**src/rtl/sn_prot_pkg.sv**
```systemverilog
// rtl/sn_prot_pkg.sv - shared types and bus widths for the protocol-bus arbiter
// Contents: state_e (arbiter FSM states), ADDR_W / DATA_W (protocol bus widths).
package sn_prot_pkg;

   localparam int ADDR_W = 7;
   localparam int DATA_W = 8;

   typedef enum logic [1:0] {
      ST_IDLE  = 2'd0,
      ST_ISSUE = 2'd1,
      ST_RESP  = 2'd2,
      ST_HOLD  = 2'd3
   } state_e;

endpackage

```
**src/rtl/sn_rr_picker.sv**
```systemverilog
// rtl/sn_rr_picker.sv - combinational rotate-and-priority round-robin search
// Ports:
//   valid_i  per-requester request vector
//   ptr_i    index the search starts from (wraps past the top index)
//   gnt_o    one-hot winner, zero when nothing is valid
//   idx_o    binary index of the winner
//   any_o    at least one requester is valid
module sn_rr_picker #(
   parameter int P_NUM_REQ = 2,
   parameter int P_IDX_W   = 1
) (
   input  logic [P_NUM_REQ-1:0] valid_i,
   input  logic [P_IDX_W-1:0]   ptr_i,
   output logic [P_NUM_REQ-1:0] gnt_o,
   output logic [P_IDX_W-1:0]   idx_o,
   output logic                 any_o
);

   logic [P_IDX_W-1:0] cand;

   always_comb begin
      gnt_o = '0;
      idx_o = '0;
      any_o = 1'b0;
      cand  = '0;
      for (int i = 0; i < P_NUM_REQ; i++) begin
         cand = P_IDX_W'((int'(ptr_i) + i) % P_NUM_REQ);
         if (!any_o && valid_i[cand]) begin
            any_o       = 1'b1;
            gnt_o[cand] = 1'b1;
            idx_o       = cand;
         end
      end
   end

endmodule

```
**src/rtl/sn_prot_arbiter.sv**
```systemverilog
// rtl/sn_prot_arbiter.sv - round-robin arbiter with grant locking for a shared protocol register bus
// Optional feature macro: SN_PROT_ARB_LOCK_TIMEOUT_EN (bounds how long a locked grant may be held).
// Ports:
//   clk, rst                      clock; asynchronous active-low reset
//   req_valid/r0w1/addr/wdata     per-requester transaction request
//   req_lock                      keep the grant after the current transaction
//   req_ready                     pulse in the cycle the transaction is issued
//   rsp_valid, rsp_rdata          response pulse to the owner, shared read data
//   prot_enable/r0w1/addr/wdata   protocol bus strobe and payload, all zero when idle
//   prot_rdata                    protocol bus read data, valid in the strobe cycle
//   arb_grant                     one-hot current owner
//   arb_timeout                   pulse on a forced lock release
module sn_prot_arbiter
   import sn_prot_pkg::*;
#(
   parameter int P_NUM_REQ      = 2,
   parameter int P_LOCK_TIMEOUT = 256
) (
   input  logic                              clk,
   input  logic                              rst,
   input  logic [P_NUM_REQ-1:0]              req_valid,
   input  logic [P_NUM_REQ-1:0]              req_r0w1,
   input  logic [P_NUM_REQ-1:0][ADDR_W-1:0]  req_addr,
   input  logic [P_NUM_REQ-1:0][DATA_W-1:0]  req_wdata,
   input  logic [P_NUM_REQ-1:0]              req_lock,
   output logic [P_NUM_REQ-1:0]              req_ready,
   output logic [P_NUM_REQ-1:0]              rsp_valid,
   output logic [DATA_W-1:0]                 rsp_rdata,
   output logic                              prot_enable,
   output logic                              prot_r0w1,
   output logic [ADDR_W-1:0]                 prot_addr,
   output logic [DATA_W-1:0]                 prot_wdata,
   input  logic [DATA_W-1:0]                 prot_rdata,
   output logic [P_NUM_REQ-1:0]              arb_grant,
   output logic                              arb_timeout
);

   localparam int IDX_W = (P_NUM_REQ > 2) ? 2 : 1;

   if (P_NUM_REQ < 2 || P_NUM_REQ > 4 || P_LOCK_TIMEOUT < 1) begin : g_bad_param
      $error("sn_prot_arbiter: P_NUM_REQ must be 2..4 and P_LOCK_TIMEOUT at least 1");
   end

   state_e                state_q, state_d;
   logic [P_NUM_REQ-1:0]  grant_q, grant_d;
   logic [IDX_W-1:0]      idx_q, idx_d;
   logic [IDX_W-1:0]      rr_ptr_q, rr_ptr_d;
   logic [DATA_W-1:0]     rsp_rdata_q, rsp_rdata_d;
   logic [P_NUM_REQ-1:0]  rsp_valid_q, rsp_valid_d;

   logic [P_NUM_REQ-1:0]  pick_gnt;
   logic [IDX_W-1:0]      pick_idx;
   logic                  pick_any;
   logic                  sel_valid, sel_lock;
   logic                  strobe, release_now, force_rel;
   logic [IDX_W-1:0]      next_ptr;

   sn_rr_picker #(
      .P_NUM_REQ (P_NUM_REQ),
      .P_IDX_W   (IDX_W)
   ) u_picker (
      .valid_i (req_valid),
      .ptr_i   (rr_ptr_q),
      .gnt_o   (pick_gnt),
      .idx_o   (pick_idx),
      .any_o   (pick_any)
   );

   assign sel_valid = req_valid[idx_q];
   assign sel_lock  = req_lock[idx_q];
   assign next_ptr  = (idx_q == IDX_W'(P_NUM_REQ - 1)) ? '0 : idx_q + 1'b1;

   always_comb begin
      state_d     = state_q;
      grant_d     = grant_q;
      idx_d       = idx_q;
      rr_ptr_d    = rr_ptr_q;
      rsp_rdata_d = rsp_rdata_q;
      strobe      = 1'b0;
      release_now = 1'b0;
      case (state_q)
         ST_IDLE: begin
            if (pick_any) begin
               grant_d = pick_gnt;
               idx_d   = pick_idx;
               state_d = ST_ISSUE;
            end
         end
         ST_ISSUE: begin
            if (sel_valid) begin
               strobe      = 1'b1;
               rsp_rdata_d = req_r0w1[idx_q] ? '0 : prot_rdata;
               state_d     = ST_RESP;
            end else begin
               // Owner withdrew: give the bus back without touching the rotation.
               grant_d = '0;
               state_d = ST_IDLE;
            end
         end
         ST_RESP: begin
            if (!sel_lock || force_rel) begin
               release_now = 1'b1;
            end else if (sel_valid) begin
               state_d = ST_ISSUE;
            end else begin
               state_d = ST_HOLD;
            end
         end
         ST_HOLD: begin
            if (!sel_lock || force_rel) begin
               release_now = 1'b1;
            end else if (sel_valid) begin
               state_d = ST_ISSUE;
            end
         end
         default: state_d = ST_IDLE;
      endcase
      if (release_now) begin
         state_d  = ST_IDLE;
         grant_d  = '0;
         rr_ptr_d = next_ptr;
      end
   end

   // Response pulse is registered out of RESP so it lands one cycle later.
   assign rsp_valid_d = (state_q == ST_RESP) ? grant_q : '0;

   always_ff @(posedge clk or negedge rst) begin
      if (!rst) begin
         state_q     <= ST_IDLE;
         grant_q     <= '0;
         idx_q       <= '0;
         rr_ptr_q    <= '0;
         rsp_rdata_q <= '0;
         rsp_valid_q <= '0;
      end else begin
         state_q     <= state_d;
         grant_q     <= grant_d;
         idx_q       <= idx_d;
         rr_ptr_q    <= rr_ptr_d;
         rsp_rdata_q <= rsp_rdata_d;
         rsp_valid_q <= rsp_valid_d;
      end
   end

`ifdef SN_PROT_ARB_LOCK_TIMEOUT_EN
   localparam int CNT_W = $clog2(P_LOCK_TIMEOUT + 1);

   logic [CNT_W-1:0] cnt_q, cnt_d;
   logic             timeout_q, timeout_d;

   // Counts from the grant's first ISSUE and saturates at the limit.
   assign force_rel = (cnt_q == CNT_W'(P_LOCK_TIMEOUT));
   assign timeout_d = release_now & sel_lock;

   always_comb begin
      cnt_d = cnt_q;
      if (state_q == ST_IDLE) begin
         cnt_d = '0;
      end else if (!force_rel) begin
         cnt_d = cnt_q + 1'b1;
      end
   end

   always_ff @(posedge clk or negedge rst) begin
      if (!rst) begin
         cnt_q     <= '0;
         timeout_q <= 1'b0;
      end else begin
         cnt_q     <= cnt_d;
         timeout_q <= timeout_d;
      end
   end

   assign arb_timeout = timeout_q;
`else
   assign force_rel   = 1'b0;
   assign arb_timeout = 1'b0;
`endif

   assign arb_grant   = grant_q;
   assign req_ready   = strobe ? grant_q : '0;
   assign rsp_valid   = rsp_valid_q;
   assign rsp_rdata   = rsp_rdata_q;
   assign prot_enable = strobe;
   assign prot_r0w1   = strobe & req_r0w1[idx_q];
   assign prot_addr   = strobe ? req_addr[idx_q] : '0;
   assign prot_wdata  = strobe ? req_wdata[idx_q] : '0;

endmodule

```
**config.mk**
```make
export PLATFORM = sky130hd
export DESIGN_NAME = sn_prot_arbiter
export DESIGN_NICKNAME = d
export VERILOG_FILES = /design/src/rtl/sn_prot_pkg.sv /design/src/rtl/sn_rr_picker.sv /design/src/rtl/sn_prot_arbiter.sv
export SDC_FILE = /design/constraint.sdc
export NUM_CORES = 1
export LEC_CHECK = 0
export ABC_CLOCK_PERIOD_IN_PS = 1900
export CAP_MARGIN = 25
export CORE_UTILIZATION = 30
export CTS_BUF_LIST = sky130_fd_sc_hd__clkbuf_8 sky130_fd_sc_hd__clkbuf_16
export DETAILED_ROUTE_END_ITERATION = 12
export GPL_ROUTABILITY_DRIVEN = 0
export PLACE_DENSITY = 0.76
export SYNTH_ARGS = -nofsm -noshare
export SYNTH_HDL_FRONTEND = slang
export SYNTH_SLANG_ARGS = --single-unit
```
**constraint.sdc**
```tcl
create_clock -name clk -period 1.9 [get_ports clk]
set_clock_uncertainty 0.1 [all_clocks]
set_input_delay 0.38 -clock clk [delete_from_list [all_inputs] [get_ports clk]]
set_output_delay 0.38 -clock clk [all_outputs]
set_load 0.02 [all_outputs]
```
## Yosys cells after proc, flatten, opt, wreduce, memory -nomap -nowiden

Cells that the tools add are included.

| word-level totals | value |
|---|---|
| input port bits | 46 |
| output and inout port bits | 32 |
| flip-flop bits (word level) | 16 |
| word-level logic and storage cells | 80 |

| cells by class | value |
|---|---|
| magnitude comparators | 5 |
| reduce and logical (&&, ||, !) cells | 11 |
| add/subtract/negate cells | 2 |
| muxes and demuxes | 46 |
| bitwise operators | 2 |
| equal/unequal tests | 8 |

Operators by type and width:

| cell | count |
|---|---|
| 8-bit 2-to-1 mux | 4 |
| 2-bit 2-to-1 mux | 14 |
| 1-bit 2-to-1 mux | 21 |
| 7-bit 2-to-1 mux | 3 |
| 3-bit inequality test, second input constant | 5 |
| 2-bit one-hot mux with 4 select lines | 1 |
| 1-bit by 2-bit less-than comparator with 1-bit output, second input constant | 3 |
| 2-bit equality test, second input constant | 2 |
| 2-bit one-hot mux with 2 select lines | 1 |
| 2-bit AND reduction | 2 |
| 4-bit AND reduction | 1 |
| 1-bit logical AND | 3 |
| 3-bit AND reduction | 1 |
| 3-bit nonzero test | 1 |
| 1-bit adder, second input constant | 2 |
| 1-bit demux with 1-bit select | 2 |
| 2-bit by 1-bit equality test with 1-bit output, second input constant | 1 |
| 1-bit >= comparator, second input constant | 2 |
| 2-bit logical NOT | 1 |
| 2-bit OR | 1 |
| 2-bit OR reduction | 1 |
| 1-bit bitwise AND | 1 |
| 1-bit logical NOT | 1 |

## Longest topological paths before layout

| logic depth | value |
|---|---|
| word-level depth | 10 |
| mapped depth | 6 |
| mapped depth without buffers | 3 |

## Modules after synthesis

Synthesis repeated with hierarchy kept, for this count alone.

| unflattened totals | value |
|---|---|
| cells, all modules | 115 |
| area total of the unflattened synthesis | 1032.2 um^2 |

Modules (own cells, without submodules):

| module | cells each | seq. area each (um^2) | times used | area an instance (um^2) |
|---|---|---|---|---|
| sn_prot_arbiter | 110 | 400.4 | 1 | 999.7 |
| sn_rr_picker | 5 | 0.0 | 1 | 32.5 |

## Least setup slack after synthesis

OpenSTA, ideal clock, no wires.

| path | value |
|---|---|
| path kind | reg-to-output |
| start point | register state_q[1] |
| end point | output prot_wdata[0] |
| arrival | 1273 ps |
| data required time | 1420 ps |
| buffers on the path | 3 |
| cell stages (with the launch flop) | 7 |
| setup slack | 147 ps |
| path through | dfrtp_1 -> clkbuf_2 -> nor2b_2 -> buf_6 -> nand2_4 -> buf_6 -> nor2_1 |

| between the ends | value |
|---|---|
| word-level cells in the longest chain between the ends | 3 |

Ends and longest elaborated chain:

| item | line | source |
|---|---|---|
| start, declared | sn_prot_arbiter.sv:44 | `state_e state_q, state_d;` |
| start signal, assigned | sn_prot_arbiter.sv:137 | `state_q <= state_d;` |
| 2-bit by 1-bit equality test with 1-bit output | sn_prot_arbiter.sv:81 | `case (state_q)` |
| 1-bit 2-to-1 mux | sn_prot_arbiter.sv:81 |  |
| 8-bit 2-to-1 mux | sn_prot_arbiter.sv:188 | `assign prot_wdata = strobe ? req_wdata[idx_q] : '0;` |
| end, declared | sn_prot_arbiter.sv:32 | `output logic [DATA_W-1:0] prot_wdata,` |

No other way between the ends.

## Worst setup path in the final report

| path | value |
|---|---|
| start point | register idx_q |
| end point | output prot_wdata[5] |

| between the ends | value |
|---|---|
| word-level cells in the longest chain between the ends | 5 |
| elaborated cells between the ends (all ways) | 7 |
| those cells by class | mux (7) |

Ends and longest elaborated chain:

| item | line | source |
|---|---|---|
| start, declared | sn_prot_arbiter.sv:46 | `logic [IDX_W-1:0] idx_q, idx_d;` |
| start signal, assigned | sn_prot_arbiter.sv:139 | `idx_q <= idx_d;` |
| 1-bit 2-to-1 mux (implied by the code) (2 in a row) | sn_prot_arbiter.sv:69 | `assign sel_valid = req_valid[idx_q];` |
| 1-bit 2-to-1 mux | sn_prot_arbiter.sv:90 | `if (sel_valid) begin` |
| 1-bit 2-to-1 mux | sn_prot_arbiter.sv:81 |  |
| 8-bit 2-to-1 mux (*) | sn_prot_arbiter.sv:188 |  |

Every way passes the cells marked *; elsewhere a longest branch is shown, timed or not. The select of a mux whose other input is x is not followed.

==> impl_metrics.ini <==
[run_status]
status = finished clean

[routing]
wirelength_mm = 3.18
remaining_drc_errors = 0
wl_per_cell_um = 13.6
first_pass_iters = 4
drtAntennaViolNets = 0
drtIter0Drc = 28
avgViaCountPerCell = 4.77
dr_total_vias = 1116

[setup_path]
arrival_ns = 1.41
critPathCaptureType = output pin
path_buf_inv = 1
start_kind = flip-flop
path_max_fanout = 5
cp_slowest_cell = mux2_4
crit_family = multiplexers
cpPeakStageDelay_ns = 0.43
worstSetupPathType = flip-flop to output pin
crit_chain = mux2_4, nand2_8, nor2_2, buf_6
cp.required_ns = 1.42

[floorplanning]
die_area_um2 = 3660
initial_core_util = 0.325
die_h_um = 60.5
die_x_um = 60.5
rows = 20
io_pins = 78
core_area_um2 = 3150

[cts]
hold_buffers = 0
clock_path_buffers = 2
worstSkewPairLatency_ns = 0.24
cts_root_buf = clkbuf_8
htreeDepth = 1
cts_tree = built
clock-sinks = 16
numCtsBuffers = 3
path_clk_slew_ns = 0.06

[power]
clkPwrFrac = 0.101
combPwrFrac = 0.698
p_sw_frac = 0.428
p_per_area_nw_per_um2 = 1370
p_int_w = 0.00165
ir_worst_vdd_mv = 0.714
net-switching-power_w = 0.00124
leakagePower_nw = 0.959
seqPwrFrac = 0.201

[synth]
synth_fa_ha_area_frac = 0
synth_seq_cells = 16
syn_nets = 149
synth_compound_area_frac = 0.161
ys_warn_count = 0
synth_top_family_by_area = multiplexers
syn_area_um2 = 1030
synthSimpleGateAreaFrac = 0.155
synth_cell_type_count = 23
synth.mux.area_fraction = 0.194
seq_area_frac_synth = 0.390
synth_cells = 103
yosys.area_share.xor_xnor = 0
syn_area_per_cell_um2 = 9.96

[worst_hold_path]
hp-class = primary input to async pin

[sta]
rsz0062_at_grt = true
finalHoldViolations = 0
post-route-period-util = 0.994
finalSetupViolCount = 0
tns_ns = 0
slew_violations = 0
max_freq_mhz = 529
finalCriticalPeriod_ns = 1.89
hold_ws_ns = 0.358

[global_routing]
grt_max_degree = 20
grt-ovfl-total = 0
track_usage = 0.179
grt_pass1_vias = 1169
antenna_found_initial = 0
grt_pass1_wl_mm = 4.97

[final_layout]
fin_area_um2 = 2100
fin_nets = 237
utilization = 0.666
n_fill_cell = 259
drive_above_1_share = 0.337
final_cell_mix = clkdlybuf4s50_1 (55), buf_6 (17), dfrtp_1 (16), mux2i_1 (12), nor2_2 (12)
antennaDiodeCount = 0
mostFrequentLayoutCell = clkdlybuf4s50_1
syn2layout_area_growth_pct = 105

[placement]
io_buffers = 76
placed_area_um2 = 1850
post-dp-hpwl_mm = 2.26

[job]
maxCapViolations = 0
## cells in the mapped netlist (all sizes together)
cell type	instances	area (um^2)
a2111o	1	11.3
a21bo	8	80.1
a21boi	1	7.51
a21oi	4	20.0
a22oi	1	12.5
buf	7	71.3
clkbuf	1	5.00
conb	1	3.75
dfrtp	16	400
inv	6	22.5
mux2	2	26.3
mux2i	16	173
nand2	3	18.8
nand4	8	50.1
nor2	19	71.3
nor2b	1	8.76
nor3	2	10.0
o21ai	5	25.0
o32ai	1	8.76
## power by group through the flow
stage / Clock, W / Sequential, W / Combinational (W)
floorplan: 0 / 0.000690 / 0.000878
global placement: 0 / 0.000570 / 0.00160
detailed placement: 0 / 0.000583 / 0.00162
CTS: 0.000302 / 0.000581 / 0.00174
global route: 0.000319 / 0.000600 / 0.00215
finish: 0.000292 / 0.000580 / 0.00201
## metal layers
metal | global-route usage | wire length, um | up-vias
li1 | - | - | 538
met5 | 0 | 0 | -
met1 | 0.207 | 1310 | 518
met4 | 0.0649 | 19 | 0
met2 | 0.323 | 1580 | 58
met3 | 0.0405 | 270 | 2
## what timing repair did
item | CTS | global route
endpoints found under the hold margin | 0 | 0
endpoints found under the setup margin | 19 | 18
resized for setup | 100 | 43
pin swaps | 5 | 5
setup buffers | 2 | 1
gates cloned | 3 | 0
## final timing paths
path                                     startpoint                        to  slack (ns)  cells after the start
hold reg to reg            rsp_rdata[2]$_DFFE_PN0P_  rsp_rdata[2]$_DFFE_PN0P_        0.38                      1
max in group asynchronous                       rst         idx_q$_DFFE_PN0P_        1.17                      2
setup reg to reg                  idx_q$_DFFE_PN0P_  rsp_rdata[4]$_DFFE_PN0P_        0.16                      6
hold / removal                                  rst  arb_grant[1]$_DFFE_PN0P_        0.36                      2
min in group clk           rsp_rdata[2]$_DFFE_PN0P_  rsp_rdata[2]$_DFFE_PN0P_        0.38                      1
setup / recovery                  idx_q$_DFFE_PN0P_             prot_wdata[5]        0.01                      4
## final cells by class
| cell class | instances | area, um^2 | share of cell area |
|---|---|---|---|
| sequential | 16 | 400 | 0.191 |
| inverter | 6 | 22.5 | 0.0107 |
| multi-input combinational | 76 | 679 | 0.324 |
| timing repair buffer | 88 | 887 | 0.423 |
| tap | 44 | 55.1 | 0.0262 |
| clock buffer | 4 | 55.1 | 0.0262 |
## through the flow
| step | power, W | instances | worst slack [ns] |
|---|---|---|---|
| floorplan | 0.00157 | 103 | 0.147 |
| global placement | 0.00217 | 224 | -0.529 |
| detailed placement | 0.00220 | 224 | -0.559 |
| CTS | 0.00263 | 233 | 0.00947 |
| global route | 0.00307 | 234 | -0.0388 |
| finish | 0.00289 | 234 | 0.0112 |
## cells by family (layout without fill, tap and decap cells)
| family | count (synthesis) | after routing |
|---|---|---|
| simple gates | 33 | 36 |
| mux | 18 | 18 |
| flops | 16 | 16 |
| other cells | 1 | 1 |
| buf+inv | 14 | 98 |
| compound gates | 21 | 21 |
## sequential cells by signal (all words and copies together) (netlist names)
register and flops:
state_q 2, rr_ptr_q 1, idx_q 1, arb_grant 2, rsp_valid 2, rsp_rdata 8
(Power assumes the default switching activity.)
